$ cat config.mk
export PLATFORM = sky130hd
export DESIGN_NAME = alu_ctrl_seq
export DESIGN_NICKNAME = d
export VERILOG_FILES = /design/src/rtl/alu_ctrl_seq.sv
export SDC_FILE = /design/constraint.sdc
export NUM_CORES = 1
export LEC_CHECK = 0
export ABC_AREA = 1
export CAP_MARGIN = 20
export CORE_ASPECT_RATIO = 1.1
export CORE_MARGIN = 3
export CORE_UTILIZATION = 36
export DETAILED_ROUTE_END_ITERATION = 16
export PLACE_DENSITY_LB_ADDON = 0.08
export SETUP_SLACK_MARGIN = 0.5
export SYNTH_ARGS = -nofsm -noshare
export SYNTH_HDL_FRONTEND = slang
export SYNTH_SLANG_ARGS = --single-unit
export TNS_END_PERCENT = 20
$ cat constraint.sdc
create_clock -name clk_i -period 3.4 [get_ports clk_i]
set_input_delay 0.34 -clock clk_i [delete_from_list [all_inputs] [get_ports clk_i]]
set_output_delay 0.34 -clock clk_i [all_outputs]
set_load 0.03 [all_outputs]
$ cat src/rtl/alu_ctrl_seq.sv
// alu_ctrl_seq: ALUOp/funct decoder with a registered ALU control code and multi-cycle MULT/DIV sequencing.
// Optional ALU_CTRL_ILLEGAL_EN raises illegal_o for undecodable ops and for nonzero upper input bits.
module alu_ctrl_seq #(
    parameter int FUNCT_W    = 6,
    parameter int ALUOP_W    = 3,
    parameter int CTRL_W     = 4,
    parameter int MUL_CYCLES = 4,
    parameter int DIV_CYCLES = 8
) (
    input  logic               clk_i,
    input  logic               rst_i,
    input  logic               valid_i,
    input  logic [ALUOP_W-1:0] ALUOp_i,
    input  logic [FUNCT_W-1:0] funct_i,
    output logic [CTRL_W-1:0]  ALUCtrl_o,
    output logic               valid_o,
    output logic               busy_o,
    output logic               illegal_o
);
    typedef enum logic {IDLE, MULTI} state_t;
    localparam logic [7:0] MUL_N = 8'(MUL_CYCLES);
    localparam logic [7:0] DIV_N = 8'(DIV_CYCLES);
    state_t state, state_d;
    logic [7:0] cnt, cnt_d, n;
    logic [CTRL_W-1:0] ctrl_d;
    logic [3:0] code;
    logic is_mul, is_div, is_ill, is_multi, accept;
    logic valid_q, valid_d, ill_q, ill_d;
    always_comb begin
        code = 4'hF;
        case (ALUOp_i[2:0])
            3'b000: case (funct_i[5:0])
                6'b100100: code = 4'h0;
                6'b100101: code = 4'h1;
                6'b100000: code = 4'h2;
                6'b100010: code = 4'h6;
                6'b101010: code = 4'h7;
                6'b100111: code = 4'hC;
                6'b000000: code = 4'h8;
                6'b000010: code = 4'h9;
                6'b011000: code = 4'hA;
                6'b011010: code = 4'hB;
                default:   code = 4'hF;
            endcase
            3'b001:  code = 4'h2;
            3'b010:  code = 4'h6;
            3'b011:  code = 4'h7;
            3'b100:  code = 4'h0;
            3'b101:  code = 4'h1;
            3'b110:  code = 4'hD;
            default: code = 4'hF;
        endcase
`ifdef ALU_CTRL_ILLEGAL_EN
        if ((|(funct_i >> 6)) || (|(ALUOp_i >> 3)))
            code = 4'hF;
`endif
    end
    assign is_mul   = code == 4'hA;
    assign is_div   = code == 4'hB;
`ifdef ALU_CTRL_ILLEGAL_EN
    assign is_ill   = code == 4'hF;
`else
    assign is_ill   = 1'b0;
`endif
    assign n        = is_mul ? MUL_N : DIV_N;
    assign is_multi = (is_mul || is_div) && n != 8'd1;
    assign busy_o   = state == MULTI && cnt != 8'd0;
    assign accept   = valid_i && !busy_o;
    // Completion pulse comes straight from MULTI with cnt==0 so a new op can issue in that same cycle.
    assign valid_o   = valid_q || (state == MULTI && cnt == 8'd0);
    assign illegal_o = ill_q;
    always_comb begin
        state_d = state;
        cnt_d   = cnt;
        ctrl_d  = ALUCtrl_o;
        valid_d = 1'b0;
        ill_d   = 1'b0;
        if (state == MULTI) begin
            cnt_d   = busy_o ? cnt - 8'd1 : cnt;
            state_d = busy_o ? MULTI : IDLE;
        end
        if (accept) begin
            ctrl_d  = code == 4'hF ? '1 : CTRL_W'(code);
            cnt_d   = (is_mul || is_div) ? n - 8'd1 : 8'd0;
            state_d = is_multi ? MULTI : IDLE;
            valid_d = !is_multi;
            ill_d   = is_ill;
        end
    end
    always_ff @(posedge clk_i) begin
        if (rst_i) begin
            state     <= IDLE;
            cnt       <= 8'd0;
            ALUCtrl_o <= '1;
            valid_q   <= 1'b0;
            ill_q     <= 1'b0;
        end else begin
            state     <= state_d;
            cnt       <= cnt_d;
            ALUCtrl_o <= ctrl_d;
            valid_q   <= valid_d;
            ill_q     <= ill_d;
        end
    end
endmodule
==> results of run 1 <==
[final timing paths]
path / from / to / slack, ns / cells past startpoint
worst min register to register: cnt[3] / cnt[3] / 0.48 / 2
worst min-delay path: cnt[3] / cnt[3] / 0.48 / 2
worst max-delay path: cnt[3] / busy_o / 1.11 / 7
worst max register to register: cnt[3] / ALUCtrl_o[3] / 1.79 / 10
[cell usage in the layout (no fill, tap or decap)]
master            n
o21bai_1          2
xor2_1            1
nand3_2           3
a31oi_1           1
nand2_4           2
ha_1              2
inv_1            15
and3_1            1
inv_2             3
nand4_1           2
a211oi_1          1
o211ai_1          2
clkbuf_4          3
clkdlybuf4s50_1  17
a21boi_0          1
o21ai_2           1
or2_1             2
nor2_2            4
nand2_1          17
nand3_1          10
nor2_1           20
a21oi_1          14
nor3_2            1
nor2_4            3
o21ai_0           6
conb_1            1
dfxtp_1          14
clkbuf_8          1
a21oi_4           1
nand2_2           6
[power by group through the flow]
stage	Sequential [mW]	Combinational (mW)	Clock [mW]
2_1_floorplan	0.182	0.0459	0
4_1_cts	0.172	0.0848	0.124
5_1_grt	0.173	0.0915	0.133
3_3_place_gp	0.176	0.0840	0
3_5_place_dp	0.176	0.0844	0
6_report	0.172	0.0837	0.123
[kinds of logic after synthesis]
group | Yosys count | share of synthesized area [%]
AND/OR/NAND/NOR | 71 | 40.0
AO/OA/AOI/OAI | 29 | 18.6
buffers and inverters | 19 | 7.92
flip-flops | 14 | 29.6
adder cells (fa/ha/maj) | 2 | 2.64
XOR/XNOR | 1 | 0.924
other | 1 | 0.395
[layer usage]
metal  global-route usage, %  share of wire [%]  wire length, um
met5                       0                  0                0
met4                    7.29                1.8               34
met3                    2.24                3.5               68
met2                    22.0                 49              935
met1                    14.0                 46              886
[through the flow]
stage	setup slack, ns	hold WS (ns)	instances
global route	0.976	0.510	187
global placement	1.39	0.452	183
detailed placement	1.38	0.466	183
finish	1.11	0.480	187
floorplan	1.90	0.409	137
CTS	1.09	0.479	187
[layout make-up]
class	count	area, um^2	area share, %
sequential	14	280	23.7
tap	30	37.5	3.17
multi-input combinational	104	593	50.1
inverter	18	67.6	5.70
timing repair buffer	17	170	14.4
clock buffer	4	36.3	3.06
[worst reg2reg max path: cells and delay by family, from the launching register on]
kind	cells	cell delay (ns)
buf+inv	2	0.18
simple gates	6	0.82
flops	1	0.32
compound gates	2	0.18
[state kept, by name (all words and copies together) (netlist names)]
register,count
valid_q,1
ALUCtrl_o,4
cnt,8
state,1
==> results.md, run 1 <==
- Number of library cell types mapped by synthesis: 28
- Diodes inserted: 0
- Top delay family on crit path: buffers and inverters
- Clock latency of the later-clocked register in the worst-skew pair: between 0.2 and 0.3 ns
- Overall die width: 54.9 um
- Cell types with the highest counts after synthesis: nor2_1 (20), nand2_1 (17), inv_1 (15), a21oi_1 (14), dfxtp_1 (14)
- Final cell area excluding filler cells: between 0.001 and 0.0015 mm^2
- Cell area power density: around 320 mW/mm^2
- Post CTS Setup Buffer Count: 0
- Die area: roughly 0.0033 mm^2
- Detailed placer's ending HPWL: ~1600 um
- Std cell rows: 18
- Clock period minus final worst setup slack: 2.29 ns
- Main area contributors after synthesis: dfxtp_1 (30%), nor2_1 (7.9%), a21oi_1 (7.4%)
- Combinational share of power: roughly 22%
- Final-layout fill cell count: roughly 260
- Overall power consumption: roughly 380 uW
- Area leader, netlist: dfxtp_1
- Number of buffers inserted for hold repair after clock tree synthesis: 0
- Final Wtd Congestion: 0.765
- Detail-routed via count per cell: slightly below 5
- Fraction of power spent switching nets: between 20 and 30%
- Reg power frac: between 40% and 50%
- Number of hold violations in the final report: 0
- RSZ-0062 raised after global routing: false
- Area after detailed placement: 0.00115 mm^2
- Dominant synthesized flop cell: dfxtp_1
- Startpoint-to-endpoint class of the critical path: reg2out
- Synth Warn #: 0
- Power Internal: 269 uW
- Number of antenna violations at the first check in global routing: 0
- Period utilization: about 67%
- Worst setup skew after layout: between 0.008 and 0.009 ns
- Clock tree root buffer cell: clkbuf_4
- I/O Buffers: 17
- Psw: 109 uW
- Status: complete, no violations
- Area share of the largest cell type after synthesis: 29.6%
- Pins over their slew limit: 0
- Total iterations of the first detailed-routing run: 4
- Total leakage power: 0.471 nW
- Seq/Total Area, Yosys: 29.6%
- Path type of the worst min-delay path: reg2reg
- Via count of the first global-routing pass: approximately 800
- CP arrival: roughly 2.0 ns
- Num Clock Sinks: 14
- Critical path, cell by cell: inv_1 -> nand2_1 -> nor3_2 -> nand3_2 -> nand2_2 -> inv_2 -> clkdlybuf4s50_1
- Number of flip-flops and latches in the synthesized netlist: 14
- Kind of end point of the critical path: output port
- CP max stage cell: clkdlybuf4s50_1
- Worst-path fanout max: 8
- Number of top-level pins: 19
- Final setup violation count: 0
- CORE AREA: about 0.0024 mm^2
- Overall routed net length: slightly below 2000 um
- Post-detailed-route DRC marker count: 0
- Data required time of the worst path: around 3.1 ns
- Global-route wire length before repair: approximately 3000 um
- Effective utilization at floorplan: roughly two fifths
- Fraction of the core area covered by cells at the end of the flow: between 50% and 60%
- Routed wirelength normalized by instance count: roughly 10 um
- Synthesized instance count: 137
- Post-synthesis async set-or-reset flop share: 0%
- CTS tree: built
- Drt initial violations: 24
- Cell with the most instances after synthesis: nor2_1
- Highest clock frequency the design can meet: ~440 MHz
- Register clock-pin slew on the reported worst setup and hold paths: around 0.090 ns
- Post-route setup TNS: 0 ns
- EDFF count, synth: 0
- Portion of total power attributed to the clock network: 32.4%
- Number of buffers on the longest clock path: 2
- Largest voltage drop on the vdd net: around 0.00017 V
- Mean area per synthesized cell: between 6 and 7 um^2
- Startpoint type of the worst setup path: register
- Total via count after detailed routing: 900
- Relative area change from synthesis to final layout: 24.9%
- Post-Syn Area: 948 um^2
- Fraction of layout instances using a drive strength above 1: between 15 and 20%
- Highest cell delay on the worst timing path: 0.60 ns
- Post-route ant nets: 0
- Overall die height: about 60 um
- Post-synth net total: around 150
- Buffer and inverter count on the worst path: 3
- Number of nets in the finished design: between 150 and 200
- Resized Gates After CTS: 0
- Leftover overflow at the end of global routing: 0
- Overall fraction of global-route tracks in use: roughly an eighth
- Maximum number of pins on one net before global-route repair: 9
- Total of max-cap violations: 0
- Number of CTS-inserted buffers: 3
- Max H-tree Level: 1
Note: power is estimated with default switching activity, not from simulation.
==> inputs of run 2 (changes only) <==
Clock period 3.4 ns to 2.39 ns, I/O delays scaled along.
==> run 2 against run 1 <==
Sequential power increased by 42%; hold slack got worse by 0.013 ns; combinational power up 42%; total power increased by 41%; die area unchanged; clock power increased by 37%; clock skew fell by 0.0073 ns; final cell count unchanged; sequential share of layout area grew 0.050 points; global-route usage increased by 0.057 points; utilization fell by 0.11 points; first-iteration DRC count fell by 46%.
==> results.md, run 2 (synthesis results as in run 1) <==
- Status: complete, no violations
- Leftover overflow at the end of global routing: 0
- Period utilization: around three quarters
- Post-route setup TNS: 0 ns
- Path type of the worst min-delay path: reg2reg
- Final-layout fill cell count: ~260
- Detailed placer's ending HPWL: ~1600 um
- Highest clock frequency the design can meet: between 500 and 600 MHz
- Number of antenna violations at the first check in global routing: 0
- Number of flip-flops under the largest register name: 8
- Total of max-cap violations: 0
- Clock tree root buffer cell: clkbuf_4
- Fraction of power spent switching nets: 28.3%
- Multi-input gate area: between 500 and 600 um^2
- Effective utilization at floorplan: about 40%
- Max H-tree Level: 1
- FF/Latch Area: between 200 and 300 um^2
- Number of top-level pins: 19
- Most common cell after layout, fill and taps aside: nor2_1
- I/O Buffers: 17
- Relative area change from synthesis to final layout: 24.7%
- Register clock-pin slew on the reported worst setup and hold paths: ~0.080 ns
- Register with the highest flop count: cnt
- Pins over their slew limit: 0
- Worst-path fanout max: 8
- CP arrival: ~1.6 ns
- Largest registers: cnt x8, ALUCtrl_o x4
- Number of nets in the finished design: around 170
- Clock period minus final worst setup slack: about 1.8 ns
- RSZ-0062 raised after global routing: true
- Num Clock Sinks: 14
- Kind of end point of the critical path: output port
- Maximum number of pins on one net before global-route repair: 9
- Psw: roughly 150 uW
- CTS tree: built
- Detail-routed via count per cell: 4.93
- Overall fraction of global-route tracks in use: 12.7%
- Clock latency of the later-clocked register in the worst-skew pair: 0.28 ns
- Number of buffers on the longest clock path: 2
- Fraction of layout instances using a drive strength above 1: a little under a fifth
- Drt initial violations: 13
- Power Internal: 382 uW
- Diodes inserted: 0
- Portion of total power attributed to the clock network: between 30% and 40%
- Post-route ant nets: 0
- Most frequent cells in the layout: nor2_1 (20), nand2_1 (17), inv_1 (15), clkdlybuf4s50_1 (15)
- Worst setup skew after layout: between 0.0009 and 0.001 ns
- CORE AREA: ~0.0024 mm^2
- Largest voltage drop on the vdd net: roughly 0.00025 V
- Via count of the first global-routing pass: 826
- Cell area power density: ~450 mW/mm^2
- Total leakage power: roughly 0.49 nW
- Startpoint type of the worst setup path: register
- Post CTS Setup Buffer Count: 0
- Overall die height: 59.8 um
- Post-detailed-route DRC marker count: 0
- Pre-CTS setup slack: ~0.45 ns
- Global-route wire length before repair: between 3000 and 4000 um
- Total via count after detailed routing: slightly above 900
- Std cell rows: 18
- Final setup violation count: 0
- Startpoint-to-endpoint class of the critical path: reg2out
- Setup slack after layout: about 0.6 ns
- Routed wirelength normalized by instance count: 10.4 um
- Combinational share of power: 22.3%
- Data required time of the worst path: approximately 2.2 ns
- Final Wtd Congestion: roughly 0.76
- Total iterations of the first detailed-routing run: 5
- Overall die width: 54.9 um
- Reg power frac: a little under half
- Number of CTS-inserted buffers: 3
- Number of hold violations in the final report: 0
- Number of buffers inserted for hold repair after clock tree synthesis: 0
- Overall routed net length: 1950 um
- Die area: between 0.003 and 0.004 mm^2
run 2: per-stage QoR:
step / cell area, um^2 / util, % / cells / hold WS (ns) / power, mW
5_1_grt: 1180 / 50.0 / 187 / 0.500 / 0.558
6_report: 1180 / 50.0 / 187 / 0.467 / 0.533
2_1_floorplan: 948 / - / 137 / 0.308 / 0.324
4_1_cts: 1180 / 50.1 / 187 / 0.467 / 0.538
3_5_place_dp: 1150 / 48.6 / 183 / 0.454 / 0.371
3_3_place_gp: 1150 / 48.6 / 183 / 0.452 / 0.370
run 2: final timing paths:
kind              startpoint      to  slack, ns  cells after the start
setup reg to reg      cnt[3]  cnt[6]       0.80                      9
hold / removal        cnt[3]  cnt[3]       0.47                      2
setup / recovery      cnt[3]  busy_o       0.59                      7
hold reg to reg       cnt[3]  cnt[3]       0.47                      2
run 2: repair_timing:
item / CTS / global route
pin swaps: 0 / 0
endpoints found under the setup margin: 2 / 2
resized for setup: 1 / 3
hold endpoints to repair: 0 / 0
run 2: layout make-up:
| cell class | count | area share [%] |
|---|---|---|
| multi-input cells | 104 | 50.2 |
| flip-flops and latches | 14 | 23.7 |
| repair buffers | 17 | 14.2 |
| inverters | 18 | 5.71 |
| well taps | 30 | 3.17 |
| clock buffers | 4 | 3.07 |
run 2: worst max-delay path, stage by stage, from the launching register on:
cell,delay [ns]
dfxtp_1,0.31
inv_1,0.10
nand2_1,0.08
nor3_2,0.18
nand3_2,0.12
nand2_2,0.15
inv_2,0.09
dlymetal6s2s_1,0.25
run 2: power groups by stage:
stage	clock, mW	combinational (mW)	sequential, mW
floorplan	0	0.0653	0.259
global placement	0	0.120	0.250
detailed placement	0	0.120	0.251
CTS	0.173	0.120	0.245
global route	0.182	0.130	0.246
finish	0.169	0.119	0.245
run 2: metal layers:
metal | vias up | global-route usage, % | wire [um]
li1 | 489 | - | -
met1 | 408 | 14.3 | 863
met2 | 20 | 22.8 | 967
met3 | 5 | 1.50 | 83
met4 | 0 | 6.25 | 36
met5 | - | 0 | 0
